`config.mk`:
```
export PLATFORM = sky130hd
export DESIGN_NAME = gates_sweep_ctrl_flat
export DESIGN_NICKNAME = d
export VERILOG_FILES = /design/src/rtl/gates_sweep_ctrl_if.sv /design/src/rtl/gates_sweep_ctrl.sv /design/src/flat_wrapper.sv
export SDC_FILE = /design/constraint.sdc
export NUM_CORES = 1
export LEC_CHECK = 0
export ABC_AREA = 1
export BUFFER_PORTS_ARGS = -buffer_cell sky130_fd_sc_hd__buf_2
export CORE_MARGIN = 1.5
export CORE_UTILIZATION = 40
export CTS_BUF_LIST = sky130_fd_sc_hd__clkbuf_8
export DETAILED_ROUTE_END_ITERATION = 10
export GPL_TIMING_DRIVEN = 1
export PLACE_DENSITY = 0.58
export SYNTH_ARGS = -nofsm -noshare
export SYNTH_HDL_FRONTEND = slang
export SYNTH_SLANG_ARGS = --single-unit
```
`constraint.sdc`:
```
create_clock -name clk -period 1.45 [get_ports clk]
set_clock_uncertainty 0.15 [all_clocks]
set_input_delay 0.29 -clock clk [delete_from_list [all_inputs] [get_ports clk]]
set_output_delay 0.29 -clock clk [all_outputs]
set_load 0.005 [all_outputs]
```
`src/rtl/gates_sweep_ctrl_if.sv`:
```
// Bus between the AND/OR gate sweep controller and its surroundings.
// Optional macro GATES_SWEEP_FAIL_IDX_EN adds the first-failure reporting signals.
interface gates_sweep_ctrl_if;
  logic       start;
  logic       busy;
  logic       done;
  logic [7:0] table_out;
  logic       pass;
  logic       gate_a;
  logic       gate_b;
  logic       gate_c;
  logic       gate_out;
`ifdef GATES_SWEEP_FAIL_IDX_EN
  logic       fail_valid;
  logic [2:0] fail_idx;
`endif

  // Requester / gate side: issues start and returns the gate output.
  modport master (
    output start,
    output gate_out,
    input  busy,
    input  done,
    input  table_out,
    input  pass,
    input  gate_a,
    input  gate_b,
    input  gate_c
`ifdef GATES_SWEEP_FAIL_IDX_EN
    ,
    input  fail_valid,
    input  fail_idx
`endif
  );

  // Controller side.
  modport slave (
    input  start,
    input  gate_out,
    output busy,
    output done,
    output table_out,
    output pass,
    output gate_a,
    output gate_b,
    output gate_c
`ifdef GATES_SWEEP_FAIL_IDX_EN
    ,
    output fail_valid,
    output fail_idx
`endif
  );
endinterface

```
`src/rtl/gates_sweep_ctrl.sv`:
```
// Self-test sequencer for the 3-input AND/OR select gate (c=0: a|b, c=1: a&b).
// Walks all eight {c,b,a} vectors, waits SETTLE_CYCLES per vector, captures the
// gate response into an 8-bit truth table and compares it against EXPECTED.
// Optional macro GATES_SWEEP_FAIL_IDX_EN records the index of the first mismatch.
module gates_sweep_ctrl #(
  parameter int unsigned SETTLE_CYCLES = 1,
  parameter logic [7:0]  EXPECTED      = 8'h8E
) (
  input  logic              clk,
  input  logic              rst_n,
  gates_sweep_ctrl_if.slave bus
);

  localparam int unsigned CNT_W    = 4;
  localparam int unsigned VEC_W    = 3;
  localparam bit          NO_SETTLE = (SETTLE_CYCLES == 0);
  // Counter preload; unused when there is no settle phase.
  localparam logic [CNT_W-1:0] SETTLE_LOAD =
    NO_SETTLE ? '0 : CNT_W'(SETTLE_CYCLES - 1);
  localparam logic [VEC_W-1:0] LAST_VEC = '1;

  typedef enum logic [2:0] {
    S_IDLE,
    S_DRIVE,
    S_SETTLE,
    S_SAMPLE,
    S_FINISH
  } state_t;

  state_t           state;
  logic [VEC_W-1:0] vec_idx;
  logic [CNT_W-1:0] settle_cnt;
  logic [VEC_W-1:0] gate_q;     // {c,b,a} currently presented to the gate
  logic             busy_q;
  logic             done_q;
  logic [7:0]       table_q;
  logic             pass_q;
`ifdef GATES_SWEEP_FAIL_IDX_EN
  logic             fail_valid_q;
  logic [VEC_W-1:0] fail_idx_q;
`endif

  assign bus.busy      = busy_q;
  assign bus.done      = done_q;
  assign bus.table_out = table_q;
  assign bus.pass      = pass_q;
  assign bus.gate_a    = gate_q[0];
  assign bus.gate_b    = gate_q[1];
  assign bus.gate_c    = gate_q[2];
`ifdef GATES_SWEEP_FAIL_IDX_EN
  assign bus.fail_valid = fail_valid_q;
  assign bus.fail_idx   = fail_idx_q;
`endif

  // Sweep sequencer: state, vector index, settle timer and all registered outputs.
  always_ff @(posedge clk) begin
    if (!rst_n) begin
      state        <= S_IDLE;
      vec_idx      <= '0;
      settle_cnt   <= '0;
      gate_q       <= '0;
      busy_q       <= 1'b0;
      done_q       <= 1'b0;
      table_q      <= '0;
      pass_q       <= 1'b0;
`ifdef GATES_SWEEP_FAIL_IDX_EN
      fail_valid_q <= 1'b0;
      fail_idx_q   <= '0;
`endif
    end else begin
      done_q <= 1'b0;
      case (state)
        S_IDLE: begin
          if (bus.start) begin
            state   <= S_DRIVE;
            vec_idx <= '0;
            table_q <= '0;
            pass_q  <= 1'b0;
            busy_q  <= 1'b1;
`ifdef GATES_SWEEP_FAIL_IDX_EN
            fail_valid_q <= 1'b0;
            fail_idx_q   <= '0;
`endif
          end
        end

        S_DRIVE: begin
          gate_q <= vec_idx;
          if (NO_SETTLE) begin
            state <= S_SAMPLE;
          end else begin
            settle_cnt <= SETTLE_LOAD;
            state      <= S_SETTLE;
          end
        end

        S_SETTLE: begin
          if (settle_cnt == '0) begin
            state <= S_SAMPLE;
          end else begin
            settle_cnt <= settle_cnt - CNT_W'(1);
          end
        end

        S_SAMPLE: begin
          table_q[vec_idx] <= bus.gate_out;
`ifdef GATES_SWEEP_FAIL_IDX_EN
          if ((bus.gate_out != EXPECTED[vec_idx]) && !fail_valid_q) begin
            fail_valid_q <= 1'b1;
            fail_idx_q   <= vec_idx;
          end
`endif
          if (vec_idx == LAST_VEC) begin
            state <= S_FINISH;
          end else begin
            vec_idx <= vec_idx + VEC_W'(1);
            state   <= S_DRIVE;
          end
        end

        S_FINISH: begin
          done_q <= 1'b1;
          busy_q <= 1'b0;
          pass_q <= (table_q == EXPECTED);
          gate_q <= '0;
          state  <= S_IDLE;
        end

        default: begin
          state <= S_IDLE;
        end
      endcase
    end
  end

endmodule

```
`src/flat_wrapper.sv`:
```
// flat-port wrapper written by rule: the top's interface ports become plain ports
module gates_sweep_ctrl_flat 
#(
  parameter int unsigned SETTLE_CYCLES = 1,
  parameter logic [7:0]  EXPECTED      = 8'h8E
)
  (clk, rst_n, bus_start, bus_gate_out, bus_busy, bus_done, bus_table_out, bus_pass, bus_gate_a, bus_gate_b, bus_gate_c);
  gates_sweep_ctrl_if bus_i ();
  input  logic clk;
  input  logic rst_n;
  input wire logic [$bits(bus_i.start)-1:0] bus_start;
  input wire logic [$bits(bus_i.gate_out)-1:0] bus_gate_out;
  output wire logic [$bits(bus_i.busy)-1:0] bus_busy;
  output wire logic [$bits(bus_i.done)-1:0] bus_done;
  output wire logic [$bits(bus_i.table_out)-1:0] bus_table_out;
  output wire logic [$bits(bus_i.pass)-1:0] bus_pass;
  output wire logic [$bits(bus_i.gate_a)-1:0] bus_gate_a;
  output wire logic [$bits(bus_i.gate_b)-1:0] bus_gate_b;
  output wire logic [$bits(bus_i.gate_c)-1:0] bus_gate_c;
  assign bus_i.start = bus_start;
  assign bus_i.gate_out = bus_gate_out;
  assign bus_busy = bus_i.busy;
  assign bus_done = bus_i.done;
  assign bus_table_out = bus_i.table_out;
  assign bus_pass = bus_i.pass;
  assign bus_gate_a = bus_i.gate_a;
  assign bus_gate_b = bus_i.gate_b;
  assign bus_gate_c = bus_i.gate_c;
  gates_sweep_ctrl #(.SETTLE_CYCLES(SETTLE_CYCLES), .EXPECTED(EXPECTED)) u_core (.clk(clk), .rst_n(rst_n), .bus(bus_i));
endmodule
```
==> flow_metrics.py, run 1 <==
metrics = {
    "status": {
        "status": "finished clean",
    },
    "grt": {
        "antenna_found_initial": 0,
        "grt_pass1_vias": 1054,
        "grtUsageTotal_pct": 17.1,
        "busiest_layer": "met2",
        "grt_use_met2_pct": 28.9,
        "grt_pass1_wl_mm": 4.57,
        "use_met1_pct": 22.9,
        "met3_usage_pct": 2.72,
        "grt_overflow_total": 0,
        "grt_max_degree": 15,
    },
    "synth": {
        "seq_area_frac_synth_pct": 40.5,
        "syn_nets": 168,
        "ys_ff_latch": 24,
        "synth_edf_count": 0,
        "yosysMostFrequentCell": "nand2_1",
        "synthArstFlopShare_pct": 0,
        "synth_top_area_cell": "dfxtp_1",
        "syn_area_per_cell_sq_um": 7.41,
        "syn-instance-count": 160,
        "ys.flop_type": "dfxtp_1",
        "ys_types": 26,
        "ys_top_cells_by_area": "dfxtp_1 41%, nand2_1 12%, nand3_1 8.0%",
        "synth_top_area_share_pct": 40.5,
        "syn_area_sq_mm": 0.00118,
        "synth_common_cells": "39 x nand2_1, 24 x dfxtp_1, 19 x nand3_1",
        "yosysWarnings": 0,
    },
    "floorplanning": {
        "placementRows": 19,
        "die-area_sq_mm": 0.00330,
        "io_pins": 18,
        "dieHeight_um": 57.4,
        "die_x_um": 57.4,
        "initial_core_util_pct": 42.6,
        "design.core.area_sq_mm": 0.00278,
    },
    "timing": {
        "hold_viol": 0,
        "post-route-min-period_ps": 1350,
        "finalSetupViolCount": 0,
        "drv_slew": 0,
        "fmax_ghz": 0.743,
        "min_period_over_period_pct": 92.9,
        "finalWorstSetupSlack_ps": 104,
        "rsz0062_at_grt": "yes",
        "worst_slew_pin_slew_ps": 258,
        "relSlewSlack_pct": 82.7,
        "timing.setup.tns_ps": 0,
        "timing.hold.ws_ps": 148,
    },
    "clock_network": {
        "clk_path_buf_depth": 2,
        "root_buffer": "clkbuf_8",
        "cts_made_buffers": 3,
        "clock-sinks": 24,
        "cts_tree": "yes",
        "ctsHtreeMaxLevel": 1,
        "clk_pin_slew_worst_paths_ps": 90,
        "clk_latency_ps": 270,
    },
    "finish": {
        "layout-drive-gt1-share_pct": 27.2,
        "multi_input_area_sq_um": 639,
        "final_area_sq_mm": 0.00144,
        "fillerInstances": 277,
        "seq_area_sq_um": 487,
        "synthToLayoutAreaGrowth_pct": 21.1,
        "final_nets": 193,
        "fin_util_pct": 51.6,
        "num_antenna_cells": 0,
        "stdcell_count": 215,
    },
    "critical_path": {
        "cp.required_ps": 1460,
        "crit_type": "reg -> reg",
        "worstSetupEndpointType": "register",
        "path_max_fanout": 9,
        "cp.arrival_ps": 1360,
        "cp-start-kind": "register",
    },
    "power": {
        "power.density_mw_per_mm2": 1180,
        "ir_drop_uv": 752,
        "power_switching_mw": 0.484,
        "power_mw": 1.69,
        "leakage_nw": 0.591,
        "pwr-share-clk_pct": 34.6,
        "pwr-share-comb_pct": 20.9,
        "share_seq_of_total_power_pct": 44.5,
        "p_int_mw": 1.21,
        "switching_share_pct": 28.5,
    },
    "routing": {
        "ant_nets": 0,
        "drt_pass1_iterations": 4,
        "drt_iter0_drc": 38,
        "num_vias": 1149,
        "wl_per_cell_um": 12.4,
        "routed_via_density": 5.34,
        "route.detailed.drc": 0,
        "finalWirelength_mm": 2.66,
    },
    "flow_run": {
        "cap_violations": 0,
    },
    "hold_path": {
        "hold_class": "in -> reg",
    },
    "place": {
        "dp_worst_setup_slack_ps": 14.8,
        "dpl_cell_area_sq_mm": 0.00134,
        "place_congestion": 0.759,
        "placed_cells": 210,
        "port_buffers": 17,
        "hpwl_mm": 1.92,
    },
}
==> logic make-up after synthesis <==
kind of cell / share of synthesized area, %
DFF: 40.5
buffers and inverters: 6.34
adders and majority gates: 4.22
and+or+nand+nor: 37.1
AOI/OAI and AO/OA: 11.8
==> critical path, stage by stage, from the launching register on <==
cell     delay [ps]
dfxtp_2         370
nor2_2          190
nand3_2         110
nand2_2         170
nand2_1         120
nand2_1          70
a21oi_1          60
==> layout by cell type (no fill, tap or decap), types with 3 or more instances in the layout <==
| cell | instances |
|---|---|
| nand2_2 | 3 |
| buf_4 | 8 |
| a21oi_1 | 15 |
| a21oi_2 | 3 |
| buf_2 | 17 |
| ha_1 | 3 |
| clkbuf_8 | 3 |
| nor2_1 | 10 |
| nand3_1 | 19 |
| nand4_1 | 10 |
| inv_1 | 9 |
| dfxtp_1 | 19 |
| dfxtp_2 | 5 |
| nand2_1 | 39 |
==> flip-flops by register name, indices dropped and copies added, names as in the netlist <==
signal and count:
u_core.state 3, u_core.bus.pass 1, u_core.gate_q 3, u_core.bus.busy 1
u_core.settle_cnt 4, u_core.bus.table_out 8, u_core.vec_idx 3, u_core.bus.done 1
==> power groups by stage <==
stage	logic [mW]	registers [mW]	clock network, mW
floorplan	0.264	0.755	0
global placement	0.337	0.762	0
detailed placement	0.344	0.764	0
CTS	0.347	0.749	0.604
global route	0.414	0.762	0.624
finish	0.354	0.754	0.587
==> metal layers <==
| layer | routed length, um | up-vias |
|---|---|---|
| met5 | 0 | - |
| met4 | 29 | 0 |
| met3 | 101 | 4 |
| met2 | 1280 | 22 |
| met1 | 1250 | 535 |
| li1 | - | 588 |
==> timing repair <==
| item | 4_1_cts | 5_1_grt |
|---|---|---|
| endpoints found under the setup margin | 0 | 12 |
| hold buffers | 0 | 0 |
| gates resized for setup | 0 | 10 |
| setup buffers | 0 | 1 |
==> cell type report <==
class / instances / area share (%)
clock inverters: 1 / 2.09
well taps: 31 / 2.70
flip-flops and latches: 24 / 33.9
repair buffers: 25 / 10.1
multi-input cells: 118 / 44.6
inverters: 13 / 3.75
clock buffers: 3 / 2.88
==> final timing paths <==
kind | start | endpoint | slack, ps | cells past startpoint
min reg2reg | u_core.bus.busy | u_core.bus.busy | 320 | 2
max reg2reg | u_core.state[0] | u_core.vec_idx[0] | 100 | 6
min | rst_n | u_core.settle_cnt[1] | 150 | 3
max | u_core.state[0] | u_core.vec_idx[0] | 100 | 6
(Power assumes the default switching activity.)
==> inputs of run 2 (changes only) <==
==> constraint.sdc (replaced) <==
create_clock -name clk -period 1.25 [get_ports clk]
set_clock_uncertainty 0.15 [all_clocks]
set_input_delay 0.25 -clock clk [delete_from_list [all_inputs] [get_ports clk]]
set_output_delay 0.25 -clock clk [all_outputs]
set_load 0.005 [all_outputs]
==> run 2 against run 1 <==
  * The flow now finishes with violations (setup timing)
  * Sequential power is 18% higher
  * Routed wire length up 17%
  * Register-to-register slack got worse by 140 ps
  * Worst hold slack got worse by 41 ps
  * Sequential share of layout area decreased by 4.8 points
  * Critical path type unchanged
  * Highest routed layer unchanged
  * Utilization increased by 9.5 points
  * Non-clock buffer count grew 20
  * Flip-flop and latch count is the same
  * Global-route usage rose by 2.1 points
  * Final area rose by 18%
==> flow_metrics.py, run 2 (synthesized netlist as in run 1, its figures left out) <==
metrics = {
    "status": {
        "status": "complete, but fails checks",
        "violations": "setup timing",
    },
    "timing": {
        "min_period_over_period_pct": 103,
        "timing.setup.tns_ps": -113,
        "rsz0062_at_grt": "yes",
        "hold_viol": 0,
        "fmax_ghz": 0.776,
        "drv_slew": 0,
        "post-route-min-period_ps": 1290,
        "finalSetupViolCount": 5,
        "finalWorstSetupSlack_ps": -38.7,
        "relSlewSlack_pct": 80.2,
        "timing.hold.ws_ps": 107,
        "worst_slew_pin_slew_ps": 294,
    },
    "power": {
        "pwr-share-clk_pct": 30.8,
        "power_mw": 2.25,
        "share_seq_of_total_power_pct": 39.5,
        "power.density_mw_per_mm2": 1320,
        "p_int_mw": 1.57,
        "leakage_nw": 0.709,
        "ir_drop_uv": 952,
        "pwr-share-comb_pct": 29.7,
        "switching_share_pct": 30.3,
        "power_switching_mw": 0.681,
    },
    "critical_path": {
        "worstSetupEndpoint": "u_core.settle_cnt[0]",
        "path_max_fanout": 5,
        "cp.arrival_ps": 1310,
        "r2r_slack_ps": -40,
        "crit_start": "u_core.state[0]",
        "cpLargestDelayFamily": "flip-flops",
        "crit_type": "reg -> reg",
        "crit_path_frequent_cell": "buf_4",
        "cp.depth": 5,
        "reg2reg_to": "u_core.settle_cnt[0]",
        "worstSetupEndpointType": "register",
        "r2r-start": "u_core.state[0]",
        "worst-r2r-cell-count": 5,
        "cp.required_ps": 1270,
        "cp_slowest_stage_delay_ps": 410,
        "cpMaxStageDelayCell": "dfxtp_4",
        "critPathBufInv": 2,
        "cp-start-kind": "register",
        "worstPathCellList": "buf_4 > nand3b_4 > buf_4 > a22oi_2 > nor2_1",
    },
    "grt": {
        "grtUsageTotal_pct": 19.3,
        "antenna_found_initial": 0,
        "grt_max_degree": 15,
        "grt_pass1_wl_mm": 5.09,
        "grt_overflow_total": 0,
        "grt_pass1_vias": 1140,
    },
    "place": {
        "place_congestion": 0.807,
        "port_buffers": 17,
        "hpwl_mm": 2.02,
    },
    "flow_run": {
        "cap_violations": 0,
    },
    "floorplanning": {
        "design.core.area_sq_mm": 0.00278,
        "placementRows": 19,
        "io_pins": 18,
        "initial_core_util_pct": 42.6,
        "die-area_sq_mm": 0.00330,
        "die_x_um": 57.4,
        "dieHeight_um": 57.4,
    },
    "finish": {
        "num_antenna_cells": 0,
        "layout_commonest_cell": "nand2_1",
        "final_nets": 213,
        "largest_reg_flops": 8,
        "synthToLayoutAreaGrowth_pct": 43.5,
        "fin_util_pct": 61.1,
        "fillerInstances": 251,
        "layout_common_cells": "35 x nand2_1, 27 x buf_4, 18 x nand3_1, 17 x buf_2, 16 x dfxtp_1",
        "layout-drive-gt1-share_pct": 44.1,
    },
    "clock_network": {
        "clock-sinks": 24,
        "cts_made_buffers": 3,
        "clk_latency_ps": 270,
        "cts_tree": "yes",
        "hold_buffers": 0,
        "clk_pin_slew_worst_paths_ps": 90,
        "ctsHtreeMaxLevel": 1,
        "clk_path_buf_depth": 2,
        "root_buffer": "clkbuf_8",
    },
    "routing": {
        "num_vias": 1236,
        "routed_via_density": 5.26,
        "route.detailed.drc": 0,
        "drt_iter0_drc": 44,
        "drt_pass1_iterations": 4,
        "finalWirelength_mm": 3.13,
        "wl_per_cell_um": 13.3,
        "ant_nets": 0,
    },
    "hold_path": {
        "hold_class": "in -> reg",
        "hp-start": "rst_n",
    },
}
[run 2: cell count changes in the layout (fill, tap and decap cells not counted), moves of 3 or more]
cell and delta:
buf_4 +19, nand2_1 -4, a21oi_1 -3, a21oi_2 +3
dfxtp_1 -3, ha_1 -3, inv_1 -3, inv_2 +3
nand2_4 +3
[run 2: worst reg2reg max path, delay by kind of cell (launching register included)]
family,cells,cell delay (ps)
flip-flops,1,410
AO/OA/AOI/OAI,1,130
buffers and inverters,2,320
AND/OR/NAND/NOR,2,190
[run 2: per-stage QoR]
step | worst slack (ps) | instances | area [sq um]
detailed placement | -134 | 220 | 1420
floorplan | 18.3 | 160 | 1190
finish | -38.7 | 235 | 1700
global placement | -70.2 | 220 | 1420
CTS | -38.8 | 228 | 1580
global route | -88.5 | 235 | 1700
[run 2: power groups by stage]
stage                     combinational (mW)  clock (mW)  sequential (mW)
after floorplan                        0.307           0            0.877
after global placement                 0.447           0            0.881
after detailed placement               0.454           0            0.883
after CTS                              0.514       0.709            0.881
after global routing                   0.738       0.741            0.894
final                                  0.669       0.693            0.888
[run 2: repair_timing]
action / CTS / global route
setup buffers: 4 / 7
resized for setup: 23 / 18
pin swaps: 22 / 18
setup endpoints to repair: 20 / 20
[run 2: how the worst min path moves through the flow]
stage	endpoint	slack [ps]	cells past startpoint
global route	u_core.settle_cnt[1]	110	3
floorplan	u_core.settle_cnt[1]	240	2
detailed placement	u_core.bus.table_out[0]	310	2
global placement	u_core.bus.busy	310	2
finish	u_core.settle_cnt[1]	110	3
CTS	u_core.settle_cnt[1]	100	3
[run 2: metal layers]
metal | vias to the layer above | GRT usage [%] | routed length, um
li1 | 624 | - | -
met1 | 577 | 24.9 | 1410
met2 | 28 | 32.3 | 1550
met3 | 7 | 3.40 | 100
met4 | 0 | 6.31 | 62
met5 | - | 0 | 0
[run 2: cell type report]
class                   count  area (sq um)  area share (%)
clock buffers               3          41.3            2.43
multi-input cells         118           738            43.4
inverters                  13          57.6            3.38
repair buffers             45           299            17.6
clock inverters             1          30.0            1.77
well taps                  31          38.8            2.28
flip-flops and latches     24           495            29.1
==> inputs of run 3 (changes only) <==
--- a/config.mk
+++ b/config.mk
@@ -13,6 +13,8 @@
 export DETAILED_ROUTE_END_ITERATION = 10
 export GPL_TIMING_DRIVEN = 1
 export PLACE_DENSITY = 0.58
+export SKIP_CTS_REPAIR_TIMING = 1
+export SKIP_LAST_GASP = 1
 export SYNTH_ARGS = -nofsm -noshare
 export SYNTH_HDL_FRONTEND = slang
 export SYNTH_SLANG_ARGS = --single-unit
==> run 3 against run 2 <==
  * The flow still finishes with violations (setup timing)
  * Worst hold slack got worse by 23 ps
  * Die area did not move
  * Clock-buffer cell count unchanged
  * Setup slack got worse by 11 ps
  * Combinational power is 7.9% lower
  * Final area down 1.7%
  * Utilization fell by 1.0 points
  * Critical path type unchanged
  * Highest routed layer unchanged
==> flow_metrics.py, run 3 (synthesized netlist as in run 1, its figures left out) <==
metrics = {
    "status": {
        "status": "complete, but fails checks",
        "violations": "setup timing",
    },
    "routing": {
        "route.detailed.drc": 0,
        "drt-met1-wl_mm": 1.39,
        "wl_per_cell_um": 13.2,
        "drt_iter0_drc": 36,
        "routed_via_density": 5.27,
        "drt_pass1_iterations": 4,
        "route.met2.wl_mm": 1.50,
        "maxUsedRoutingLayer": "met4",
        "route.met3.wl_um": 92,
        "ant_nets": 0,
        "finalWirelength_mm": 3.02,
        "num_vias": 1207,
    },
    "clock_network": {
        "clk_path_buf_depth": 2,
        "root_buffer": "clkbuf_8",
        "clock-sinks": 24,
        "cts_made_buffers": 3,
        "clk_pin_slew_worst_paths_ps": 90,
        "clk_latency_ps": 270,
        "cts_tree": "yes",
        "ctsHtreeMaxLevel": 1,
    },
    "floorplanning": {
        "placementRows": 19,
        "design.core.area_sq_mm": 0.00278,
        "dieHeight_um": 57.4,
        "die_x_um": 57.4,
        "die-area_sq_mm": 0.00330,
        "io_pins": 18,
        "initial_core_util_pct": 42.6,
    },
    "critical_path": {
        "critPathBufInv": 3,
        "cp.required_ps": 1270,
        "crit_path_frequent_cell": "buf_4",
        "cpMaxStageDelayCell": "dfxtp_2",
        "worstPathCellList": "inv_4 > buf_4 > nand3b_4 > buf_4 > a22oi_2 > nor2_1",
        "cp_slowest_stage_delay_ps": 340,
        "crit_type": "reg -> reg",
        "cp-start-kind": "register",
        "cpLargestDelayFamily": "buffers and inverters",
        "path_max_fanout": 5,
        "worstSetupEndpointType": "register",
        "cp.arrival_ps": 1320,
    },
    "timing": {
        "min_period_over_period_pct": 104,
        "finalSetupViolCount": 14,
        "fmax_ghz": 0.769,
        "hold_viol": 0,
        "worst_slew_pin_slew_ps": 294,
        "finalWorstSetupSlack_ps": -49.6,
        "relSlewSlack_pct": 80.2,
        "post-route-min-period_ps": 1300,
        "drv_slew": 0,
        "rsz0062_at_grt": "yes",
    },
    "grt": {
        "grtUsageTotal_pct": 18.4,
        "antenna_found_initial": 0,
        "grt_pass1_vias": 1079,
        "grt_overflow_total": 0,
        "grt_pass1_wl_mm": 4.82,
        "grt_max_degree": 15,
    },
    "power": {
        "leakage_nw": 0.680,
        "share_seq_of_total_power_pct": 40.2,
        "switching_share_pct": 30.1,
        "pwr-share-comb_pct": 28.2,
        "power_switching_mw": 0.658,
        "pwr-share-clk_pct": 31.6,
        "p_int_mw": 1.53,
        "power_mw": 2.19,
        "ir_drop_uv": 1010,
        "power.density_mw_per_mm2": 1310,
    },
    "place": {
        "place_congestion": 0.807,
        "port_buffers": 17,
        "hpwl_mm": 2.02,
    },
    "finish": {
        "multi_input_area_sq_um": 748,
        "fillerInstances": 254,
        "synthToLayoutAreaGrowth_pct": 41.1,
        "fin_util_pct": 60.1,
        "layout_common_cells": "35 x nand2_1, 20 x buf_4, 18 x dfxtp_1, 17 x buf_2, 16 x nand3_1",
        "layout-drive-gt1-share_pct": 40.9,
        "largest_reg_flops": 8,
        "layout_commonest_cell": "nand2_1",
        "num_antenna_cells": 0,
        "seq_area_sq_um": 495,
        "final_nets": 207,
    },
    "hold_path": {
        "hold_class": "in -> reg",
    },
    "flow_run": {
        "cap_violations": 0,
    },
}
==> run 3: cell count changes in the layout (fill, tap and decap cells not counted), moves of 2 or more <==
cell	change
buf_4	-7
dfxtp_1	+2
dfxtp_2	-3
ha_1	+2
ha_2	-2
nand3_1	-2
nand3_2	+2
o21ai_1	-2
==> run 3: stage by stage <==
stage | cells | cell area, sq um | hold slack, ps | TNS, ps | setup slack [ps]
after detailed placement | 220 | 1420 | 311 | -1350 | -134
after global placement | 220 | 1420 | 306 | -551 | -70.2
after CTS | 224 | 1490 | 103 | -1930 | -167
after global routing | 229 | 1670 | 79.4 | -1510 | -110
final | 229 | 1670 | 84.6 | -329 | -49.6
after floorplan | 160 | 1190 | 235 | 0 | 18.3
==> run 3: final cells by class <==
cell class	instances	share of cell area (%)
Sequential cell	24	29.6
Timing Repair Buffer	39	15.4
Tap cell	31	2.32
Multi-Input combinational cell	118	44.8
Clock buffer	3	2.47
Inverter	13	3.59
Clock inverter	1	1.80
==> run 3: final timing paths <==
path | slack (ps) | startpoint | to | depth (start not counted)
worst min-delay path | 80 | rst_n | u_core.settle_cnt[0] | 3
worst max-delay path | -50 | u_core.state[2] | u_core.settle_cnt[0] | 6
worst max register to register | -50 | u_core.state[2] | u_core.settle_cnt[0] | 6
worst min register to register | 320 | u_core.bus.table_out[0] | u_core.bus.table_out[0] | 2
==> run 3: power by group through the flow <==
stage	clock (mW)	combinational [mW]	sequential (mW)
after floorplan	0	0.307	0.877
after global placement	0	0.447	0.881
after detailed placement	0	0.454	0.883
after CTS	0.709	0.457	0.866
after global routing	0.736	0.673	0.886
final	0.692	0.616	0.879
==> run 3: worst reg2reg max path: stages (launching register included) <==
cell,delay (ps)
dfxtp_2,340
inv_4,90
buf_4,130
nand3b_4,130
buf_4,170
a22oi_2,130
nor2_1,60
==> run 3: metal layers <==
metal	global-route usage, %	vias up
met5	0	-
met4	5.98	0
met3	2.95	5
met2	30.2	24
met1	24.5	566
li1	-	612
